### src/rtl/lc3_ctrl_pkg.sv
// Shared state encoding and control-field encodings for the LC-3 sequencer.
package lc3_ctrl_pkg;

    typedef enum logic [4:0] {
        S_HALTED, S_FETCH, S_RD_F, S_IR_LD, S_DECODE,
        S_ADD, S_AND, S_NOT, S_BR_TAKE, S_JMP, S_JSR_R7, S_JSR_OFF,
        S_MAR_BASE, S_MAR_PC, S_RD_D, S_LD_WB, S_ST_MDR, S_WR_D,
        S_LEA, S_PAUSE, S_PAUSE1, S_PAUSE2
    } state_t;

    localparam logic [3:0] OP_BR    = 4'b0000;
    localparam logic [3:0] OP_ADD   = 4'b0001;
    localparam logic [3:0] OP_LD    = 4'b0010;
    localparam logic [3:0] OP_ST    = 4'b0011;
    localparam logic [3:0] OP_JSR   = 4'b0100;
    localparam logic [3:0] OP_AND   = 4'b0101;
    localparam logic [3:0] OP_LDR   = 4'b0110;
    localparam logic [3:0] OP_STR   = 4'b0111;
    localparam logic [3:0] OP_NOT   = 4'b1001;
    localparam logic [3:0] OP_JMP   = 4'b1100;
    localparam logic [3:0] OP_PAUSE = 4'b1101;
    localparam logic [3:0] OP_LEA   = 4'b1110;

    localparam logic [1:0] PCMUX_INC   = 2'b00;
    localparam logic [1:0] PCMUX_BUS   = 2'b01;
    localparam logic [1:0] PCMUX_ADDER = 2'b10;

    localparam logic [1:0] ADDR2_ZERO  = 2'b00;
    localparam logic [1:0] ADDR2_OFF6  = 2'b01;
    localparam logic [1:0] ADDR2_OFF9  = 2'b10;
    localparam logic [1:0] ADDR2_OFF11 = 2'b11;

    localparam logic [1:0] ALUK_ADD   = 2'b00;
    localparam logic [1:0] ALUK_AND   = 2'b01;
    localparam logic [1:0] ALUK_NOT   = 2'b10;
    localparam logic [1:0] ALUK_PASSA = 2'b11;

    // States that hold a memory strobe and share the wait timer.
    function automatic logic is_mem_access(input state_t s);
        return (s == S_RD_F) || (s == S_RD_D) || (s == S_WR_D);
    endfunction

endpackage

### src/rtl/mem_wait_timer.sv
// Wait-state timer shared by the fetch read, data read and data write accesses.
// Either counts a fixed number of cycles or follows the memory ready handshake.
module mem_wait_timer #(
    parameter int unsigned MEM_WAIT = 2,
    parameter bit          USE_RDY  = 1'b0
) (
    input  logic Clk,
    input  logic Reset_n,
    input  logic start,
    input  logic busy,
    input  logic Mem_Rdy,
    output logic last,
    output logic done
);

    localparam logic [2:0] WAIT_LOAD = 3'(MEM_WAIT - 1);

    logic [2:0] wait_cnt;

    // Preload on access entry, then count down to zero while the access runs.
    always_ff @(posedge Clk or negedge Reset_n) begin
        if (!Reset_n) begin
            wait_cnt <= 3'd0;
        end else if (start) begin
            wait_cnt <= USE_RDY ? 3'd0 : WAIT_LOAD;
        end else if (busy && (wait_cnt != 3'd0)) begin
            wait_cnt <= wait_cnt - 3'd1;
        end
    end

    // The access ends on the cycle the counter is zero, or when memory says ready.
    always_comb begin
        done = USE_RDY ? Mem_Rdy : (wait_cnt == 3'd0);
        last = busy & done;
    end

endmodule

### src/rtl/lc3_seq_ctrl.sv
// LC-3 instruction sequencer: fetch, decode and execute control for the datapath.
// All controls are decoded from the current state; the only exception is the
// read-data load, which follows the timer so it can track the ready handshake.
module lc3_seq_ctrl
    import lc3_ctrl_pkg::*;
#(
    parameter int unsigned MEM_WAIT    = 2,
    parameter bit          USE_RDY     = 1'b0,
    parameter bit          PAUSE_FETCH = 1'b0
) (
    input  logic       Clk,
    input  logic       Reset_n,
    input  logic       Run,
    input  logic       Continue,
    input  logic [3:0] Opcode,
    input  logic       IR_5,
    input  logic       IR_11,
    input  logic       BEN,
    input  logic       Mem_Rdy,
    output logic       LD_MAR,
    output logic       LD_MDR,
    output logic       LD_IR,
    output logic       LD_BEN,
    output logic       LD_CC,
    output logic       LD_REG,
    output logic       LD_PC,
    output logic       LD_LED,
    output logic       GatePC,
    output logic       GateMDR,
    output logic       GateALU,
    output logic       GateMARMUX,
    output logic [1:0] PCMUX,
    output logic       DRMUX,
    output logic       SR1MUX,
    output logic       SR2MUX,
    output logic       ADDR1MUX,
    output logic [1:0] ADDR2MUX,
    output logic [1:0] ALUK,
    output logic       Mem_OE,
    output logic       Mem_WE
);

    state_t state_q, state_d;
    logic   acc_start, acc_busy, acc_last, acc_done;

    // Timer is preloaded on the edge that enters an access state.
    assign acc_busy  = is_mem_access(state_q);
    assign acc_start = is_mem_access(state_d) && !acc_busy;

    mem_wait_timer #(
        .MEM_WAIT (MEM_WAIT),
        .USE_RDY  (USE_RDY)
    ) u_wait (
        .Clk     (Clk),
        .Reset_n (Reset_n),
        .start   (acc_start),
        .busy    (acc_busy),
        .Mem_Rdy (Mem_Rdy),
        .last    (acc_last),
        .done    (acc_done)
    );

    // State register.
    always_ff @(posedge Clk or negedge Reset_n) begin
        if (!Reset_n) state_q <= S_HALTED;
        else          state_q <= state_d;
    end

    // Next-state: fetch/decode sequence and per-opcode execute paths.
    always_comb begin
        state_d = state_q;
        unique case (state_q)
            S_HALTED: if (Run) state_d = S_FETCH;
            S_FETCH:  state_d = S_RD_F;
            S_RD_F:   if (acc_done) state_d = S_IR_LD;
            S_IR_LD:  state_d = PAUSE_FETCH ? S_PAUSE1 : S_DECODE;
            S_DECODE: begin
                case (Opcode)
                    OP_ADD:           state_d = S_ADD;
                    OP_AND:           state_d = S_AND;
                    OP_NOT:           state_d = S_NOT;
                    OP_BR:            state_d = BEN ? S_BR_TAKE : S_FETCH;
                    OP_JMP:           state_d = S_JMP;
                    OP_JSR:           state_d = S_JSR_R7;
                    OP_LDR, OP_STR:   state_d = S_MAR_BASE;
                    OP_LD, OP_ST:     state_d = S_MAR_PC;
                    OP_LEA:           state_d = S_LEA;
                    OP_PAUSE:         state_d = S_PAUSE;
                    default:          state_d = S_FETCH;
                endcase
            end
            // JSRR reuses the JMP state: both load PC from SR1 through the adder.
            S_JSR_R7: state_d = IR_11 ? S_JSR_OFF : S_JMP;
            // Opcode bit 0 separates the stores (ST/STR) from the loads (LD/LDR).
            S_MAR_BASE, S_MAR_PC: state_d = Opcode[0] ? S_ST_MDR : S_RD_D;
            S_RD_D:   if (acc_done) state_d = S_LD_WB;
            S_ST_MDR: state_d = S_WR_D;
            S_WR_D:   if (acc_done) state_d = S_FETCH;
            S_PAUSE:  state_d = S_PAUSE1;
            S_PAUSE1: if (Continue) state_d = S_PAUSE2;
            S_PAUSE2: if (!Continue) state_d = S_FETCH;
            default:  state_d = S_FETCH;
        endcase
    end

    // Datapath control decode; everything idles low unless the state drives it.
    always_comb begin
        LD_MAR = 1'b0; LD_MDR = 1'b0; LD_IR = 1'b0; LD_BEN = 1'b0;
        LD_CC = 1'b0; LD_REG = 1'b0; LD_PC = 1'b0; LD_LED = 1'b0;
        GatePC = 1'b0; GateMDR = 1'b0; GateALU = 1'b0; GateMARMUX = 1'b0;
        PCMUX = PCMUX_INC; DRMUX = 1'b0; SR1MUX = 1'b0; SR2MUX = 1'b0;
        ADDR1MUX = 1'b0; ADDR2MUX = ADDR2_ZERO; ALUK = ALUK_ADD;
        Mem_OE = 1'b0; Mem_WE = 1'b0;
        unique case (state_q)
            S_FETCH:    begin LD_MAR = 1'b1; LD_PC = 1'b1; GatePC = 1'b1; PCMUX = PCMUX_INC; end
            S_RD_F,
            S_RD_D:     begin Mem_OE = 1'b1; LD_MDR = acc_last; end
            S_IR_LD:    begin LD_IR = 1'b1; GateMDR = 1'b1; end
            S_DECODE:   LD_BEN = 1'b1;
            S_ADD:      begin GateALU = 1'b1; LD_REG = 1'b1; LD_CC = 1'b1; SR1MUX = 1'b1;
                              SR2MUX = IR_5; ALUK = ALUK_ADD; end
            S_AND:      begin GateALU = 1'b1; LD_REG = 1'b1; LD_CC = 1'b1; SR1MUX = 1'b1;
                              SR2MUX = IR_5; ALUK = ALUK_AND; end
            S_NOT:      begin GateALU = 1'b1; LD_REG = 1'b1; LD_CC = 1'b1; SR1MUX = 1'b1;
                              ALUK = ALUK_NOT; end
            S_BR_TAKE:  begin LD_PC = 1'b1; PCMUX = PCMUX_ADDER; ADDR2MUX = ADDR2_OFF9; end
            S_JMP:      begin LD_PC = 1'b1; PCMUX = PCMUX_ADDER; ADDR1MUX = 1'b1;
                              ADDR2MUX = ADDR2_ZERO; SR1MUX = 1'b1; end
            S_JSR_R7:   begin GatePC = 1'b1; DRMUX = 1'b1; LD_REG = 1'b1; end
            S_JSR_OFF:  begin LD_PC = 1'b1; PCMUX = PCMUX_ADDER; ADDR2MUX = ADDR2_OFF11; end
            S_MAR_BASE: begin LD_MAR = 1'b1; GateMARMUX = 1'b1; ADDR1MUX = 1'b1;
                              SR1MUX = 1'b1; ADDR2MUX = ADDR2_OFF6; end
            S_MAR_PC:   begin LD_MAR = 1'b1; GateMARMUX = 1'b1; ADDR2MUX = ADDR2_OFF9; end
            S_LD_WB:    begin GateMDR = 1'b1; LD_REG = 1'b1; LD_CC = 1'b1; end
            S_ST_MDR:   begin LD_MDR = 1'b1; GateALU = 1'b1; ALUK = ALUK_PASSA; end
            S_WR_D:     Mem_WE = 1'b1;
            S_LEA:      begin GateMARMUX = 1'b1; LD_REG = 1'b1; LD_CC = 1'b1;
                              ADDR2MUX = ADDR2_OFF9; end
            S_PAUSE:    LD_LED = 1'b1;
            default:    ;
        endcase
    end

endmodule
### config.mk
export PLATFORM = sky130hd
export DESIGN_NAME = lc3_seq_ctrl
export DESIGN_NICKNAME = d
export VERILOG_FILES = /design/src/rtl/lc3_ctrl_pkg.sv /design/src/rtl/mem_wait_timer.sv /design/src/rtl/lc3_seq_ctrl.sv
export SDC_FILE = /design/constraint.sdc
export NUM_CORES = 1
export LEC_CHECK = 0
export ABC_CLOCK_PERIOD_IN_PS = 3530
export CAP_MARGIN = 15
export CORE_MARGIN = 4
export CORE_UTILIZATION = 52
export DETAILED_ROUTE_END_ITERATION = 16
export PLACE_DENSITY = 0.86
export SLEW_MARGIN = 5
export SYNTH_ARGS = -nofsm -noshare
export SYNTH_HDL_FRONTEND = slang
export SYNTH_SLANG_ARGS = --single-unit
### constraint.sdc
create_clock -name Clk -period 3.53 [get_ports Clk]
set_clock_uncertainty 0.2 [all_clocks]
set_input_delay 0.353 -clock Clk [delete_from_list [all_inputs] [get_ports Clk]]
set_output_delay 0.353 -clock Clk [all_outputs]
set_load 0.02 [all_outputs]
# Word-level counts from Yosys, hierarchy flattened
# Cells that the tools add are included.
[totals]
reg_bits = 8
input_bits = 12
out_inout_bits = 24
[classes]
add_sub_neg = 1
n_eq_ne = 35
mux = 34
bitwise = 1
reduce_logical = 29
[op_table]
columns = ["op", "count"]
rows = [
  ["5-bit one-hot mux with 13 select lines", 1],
  ["5-bit one-hot mux with 10 select lines", 1],
  ["5-bit by 4-bit == test with 1-bit output (second input constant)", 9],
  ["5-bit == test (second input constant)", 7],
  ["5-bit two-way mux", 7],
  ["5-bit by 3-bit == test with 1-bit output (second input constant)", 4],
  ["1-bit two-way mux", 17],
  ["4-bit by 3-bit == test with 1-bit output (second input constant)", 4],
  ["4-bit == test (second input constant)", 4],
  ["2-bit OR reduction", 8],
  ["5-bit by 2-bit == test with 1-bit output (second input constant)", 3],
  ["2-bit one-hot mux with 3 select lines", 2],
  ["3-bit OR reduction", 4],
  ["5-bit OR reduction", 2],
  ["4-bit by 2-bit == test with 1-bit output (second input constant)", 2],
  ["4-bit OR reduction", 2],
  ["3-bit two-way mux", 2],
  ["6-bit OR reduction", 1],
  ["5-bit by 1-bit == test with 1-bit output (second input constant)", 1],
  ["5-bit zero test", 1],
  ["4-bit by 1-bit == test with 1-bit output (second input constant)", 1],
  ["4-bit zero test", 1],
  ["1-bit logical OR", 4],
  ["2-bit two-way mux", 2],
  ["other kinds (9)", 10],
]

# Depth between registers and ports, before layout
[depth]
depth_word = 9
ltp_mapped = 8
ltp_nobuf = 8

# Cells and area by module
# Synthesis repeated with hierarchy kept, for this count alone.
[hier_totals]
hier_cells = 158
hier_area_um2 = 1114.8
[modules_own_cells]
columns = ["module", "instances", "cells_each", "area_each_um2", "seq_area_each_um2"]
rows = [
  ["lc3_seq_ctrl", 1, 138, 910.9, 125.1],
  ["mem_wait_timer", 1, 20, 203.9, 75.1],
]

# Worst setup path after synthesis
# Ideal clock, no wire load.
[synth_timing]
path_kind = "register to register"
from = "register state_q[1]"
to = "register u_wait.wait_cnt[1]"
setup_ps = 94
t_arrival_ps = 2051
required_ps = 3236
path_slack_ps = 1186
path_stages_with_launch = 7
synth_period_minus_slack_ps = 2344
cell_sequence = "dfrtp_1 nand2b_1 nor3_1 o21bai_2 a211o_2 mux2_4 a221oi_2"
[synth_via]
elab_chain_cells = 8
word_cells_on_any_way = 34
classes_between = "16 x eq/ne; 8 x mux; 10 x reduce/logical"
[synth_rtl]
columns = ["item", "line_no", "text"]
rows = [
  ["start: declaration", "lc3_seq_ctrl.sv:43", "state_t state_q, state_d;"],
  ["start signal: assignment", "lc3_seq_ctrl.sv:66", "else state_q <= state_d;"],
  ["5-bit by 4-bit == test with 1-bit output", "lc3_seq_ctrl.sv:72", "unique case (state_q)"],
  ["2-bit OR reduction", "lc3_seq_ctrl.sv:72", ""],
  ["5-bit one-hot mux with 13 select lines", "lc3_seq_ctrl.sv:72", ""],
  ["5-bit by 2-bit == test with 1-bit output / 5-bit by 4-bit == test with 1-bit output (equally long branches)", "lc3_ctrl_pkg.sv:40", "return (s == S_RD_F) || (s == S_RD_D) || (s == S_WR_D);"],
  ["1-bit logical OR (2 in series)", "lc3_ctrl_pkg.sv:40", ""],
  ["1-bit logical AND", "lc3_seq_ctrl.sv:48", "assign acc_start = is_mem_access(state_d) && !acc_busy;"],
  ["3-bit two-way mux / 2-bit nonzero test (equally long branches)", "-", ""],
  ["end signal: assignment", "mem_wait_timer.sv:25", "wait_cnt <= USE_RDY ? 3'd0 : WAIT_LOAD;"],
  ["end signal: assignment", "mem_wait_timer.sv:27", "wait_cnt <= wait_cnt - 3'd1;"],
  ["end: declaration", "mem_wait_timer.sv:18", "logic [2:0] wait_cnt;"],
]
# Parallel ways exist; a longest one is shown, timed or not.
# A chain may end at the register's enable or synchronous reset.

# Worst setup path in the final report
[layout_timing]
from = "register state_q[0]"
to = "output LD_LED"
[layout_via]
elab_chain_cells = 2
[layout_rtl]
columns = ["item", "line_no", "text"]
rows = [
  ["5-bit == test", "lc3_seq_ctrl.sv:114", "unique case (state_q)"],
  ["1-bit two-way mux", "lc3_seq_ctrl.sv:114", ""],
  ["end: declaration", "lc3_seq_ctrl.sv:27", "output logic LD_LED,"],
]
# Every way passes these cells.

==> metrics.txt <==
Post-synth EDFFs 0; Post-synth top cells 17 x nand2_1, 14 x a21oi_1, 13 x nor3_1; CTS tree yes; Setup Fix Bufs, Post-CTS 0; worst hold margin 0.190 ns; sequential area share after synthesis 15.8%; Via density approximately 5.8; crit path launch type flop; Reg area 200 um^2; post-layout util 68.4%; Setup WS pre-CTS 0.731 ns; Fill cells 203; Worst-Skew Late Latency around 0.25 ns; max-slew violations 0; Slew headroom between 30 and 40%; Synth area leaders dfrtp_1 16%, nand2b_1 5.9%, a21oi_1 5.5%, nor3_1 5.1%, nand2_1 5.0%; Worst Setup End Kind output pin; htree depth 1; total track usage between 20 and 25%; Seq cells post-synth 8; leading area contributor after synthesis dfrtp_1; # IOs 36; fin worst setup slack 0.423 ns; die width 57.4 um; global route overflow 0; Reg power frac 21.4%; DRC viols 0; Reg clk slew, reported paths 0.05 ns; Final Critical Period 3.11 ns; hold buffer count at CTS 0; Synth warnings 0; count leader, synth nand2_1; Post-synth ARST share 100%; status complete, no violations; DRT Pass-1 Iters 4; routability congestion estimate 0.826; Post-DP Area 1530 um^2; Detailed Route WL 3180 um; share of cells above drive strength 1 10.8%; CP max FO 27; Top FF cell, synth dfrtp_1; CTS Sinks 8; TritonCTS buffer count 3; proportion of power drawn by the clock network 6.0%; critical path startpoint state_q[0]; unrepaired setup endpoints after global routing no; final hold vios 0; Post-Syn Instances 172; vias in the first global route 1176; CTS Root Cell clkbuf_4; chip height 57.4 um; average wire per standard cell around 14 um; pwr/cell area ~750 nW/um^2; Hold WC Path Type input pin to asynchronous set/reset pin; LEAKAGE 0.626 nW; period utilisation layout about nine tenths; Synth top area share 15.8%; Net Count, Synth 186; maximum vdd drop 0.622 mV; largest net degree at the start of global routing 33; antenna-violating nets left 0; nets 210; Rows 17; Fin Setup TNS 0 ns; final setup fails 0; post-synth cell types 54; synthesized area 1270 um^2; Starting Density approximately 56%; post-DP HPWL 2490 um; critical path required time 2.98 ns; 1st-iter DRT viols 41; post-cts sizing count 0; Cell Int Power approximately 0.57 mW; design area 1560 um^2; area delta synth->final 22.6%; RR Endpoint u_wait.wait_cnt[1]; CP Capture Point LD_LED; switching pwr ~0.60 mW; f_max 322 MHz; Synth Area per Inst 7.38 um^2; Max-cap violations 0; Buffers on Ports 33; Gate power share 72.6%; Critical Path AT 2.55 ns; R2R Setup Slk 0.76 ns; worst reg2reg startpoint state_q[0]; worst r2r path cells 6; core area 2280 um^2; Die ar. 3300 um^2; Diodes inserted 0; DR vias 1291; area of the multi-input gates 931 um^2; first-pass GRT wire length ~5500 um; clk buf depth 2; Worst Tran Pin Value 0.909 ns; initial antenna violation count 0; Net Sw Frac between 50% and 60%; WS Path Type flop to output pin
-- how the worst min path moves through the flow --
stage / start / end / slack (ns)
global route: Reset_n / state_q[2] / 0.21
finish: Reset_n / state_q[2] / 0.19
global placement: u_wait.wait_cnt[1] / u_wait.wait_cnt[1] / 0.35
detailed placement: u_wait.wait_cnt[2] / u_wait.wait_cnt[2] / 0.36
CTS: Reset_n / state_q[2] / 0.19
floorplan: Reset_n / state_q[0] / -0.14
-- through the flow --
| step | power, mW | std cells |
|---|---|---|
| 6_report | 1.17 | 222 |
| 5_1_grt | 1.27 | 222 |
| 4_1_cts | 1.17 | 222 |
| 3_5_place_dp | 1.10 | 219 |
| 3_3_place_gp | 1.07 | 219 |
| 2_1_floorplan | 0.890 | 172 |
-- power by group through the flow --
| stage | registers, mW | clock network (mW) | logic (mW) |
|---|---|---|---|
| after global placement | 0.246 | 0 | 0.822 |
| after detailed placement | 0.251 | 0 | 0.850 |
| after floorplan | 0.149 | 0 | 0.741 |
| final | 0.251 | 0.0706 | 0.852 |
| after CTS | 0.249 | 0.0716 | 0.852 |
| after global routing | 0.267 | 0.0769 | 0.926 |
-- per-layer routing --
layer	vias to the layer above	track usage [%]	wire, um
met3	2	2.71	186
met5	-	0	0
li1	652	-	-
met2	43	36.8	1590
met4	0	2.98	15
met1	594	25.6	1390
-- state kept, by name, summed over array words and instances (netlist names) --
register,count
state_q,5
u_wait.wait_cnt,3
-- layout by cell type (no fill, tap or decap), drive strengths merged, types with 3 or more instances in the layout --
cell | Yosys | layout
a21o | 3 | 3
clkbuf | 7 | 3
nand2 | 17 | 17
nor2 | 12 | 12
nor3 | 13 | 13
a22oi | 3 | 3
a21oi | 14 | 14
inv | 6 | 6
or3 | 3 | 3
o21ai | 9 | 9
clkdlybuf4s50 | 0 | 33
dfrtp | 8 | 8
nand2b | 12 | 12
nor3b | 3 | 3
nand3 | 6 | 6
nor2b | 8 | 8
-- cell families after synthesis --
kind of cell | count (synthesis) | share of synthesized area (%)
AO/OA/AOI/OAI | 47 | 27.6
buffers and inverters | 22 | 10.9
AND/OR/NAND/NOR | 86 | 37.2
flip-flops | 8 | 15.8
XOR/XNOR | 4 | 4.24
other | 1 | 0.295
adder cells (fa/ha/maj) | 3 | 2.76
multiplexers | 1 | 1.18
-- critical path, cell delays in order (launching register included) --
cell and delay [ns]:
dfrtp_1 0.94, nand2_1 0.21, nor3_1 0.45, clkdlybuf4s50_1 0.70
-- layout make-up --
| cell class | instances | share of cell area (%) |
|---|---|---|
| multi-input combinational | 142 | 59.8 |
| timing repair buffer | 35 | 22.2 |
| sequential | 8 | 12.9 |
| tap | 28 | 2.25 |
| clock buffer | 3 | 1.45 |
| inverter | 6 | 1.45 |
No activity file was read; power rests on OpenSTA's default activity.
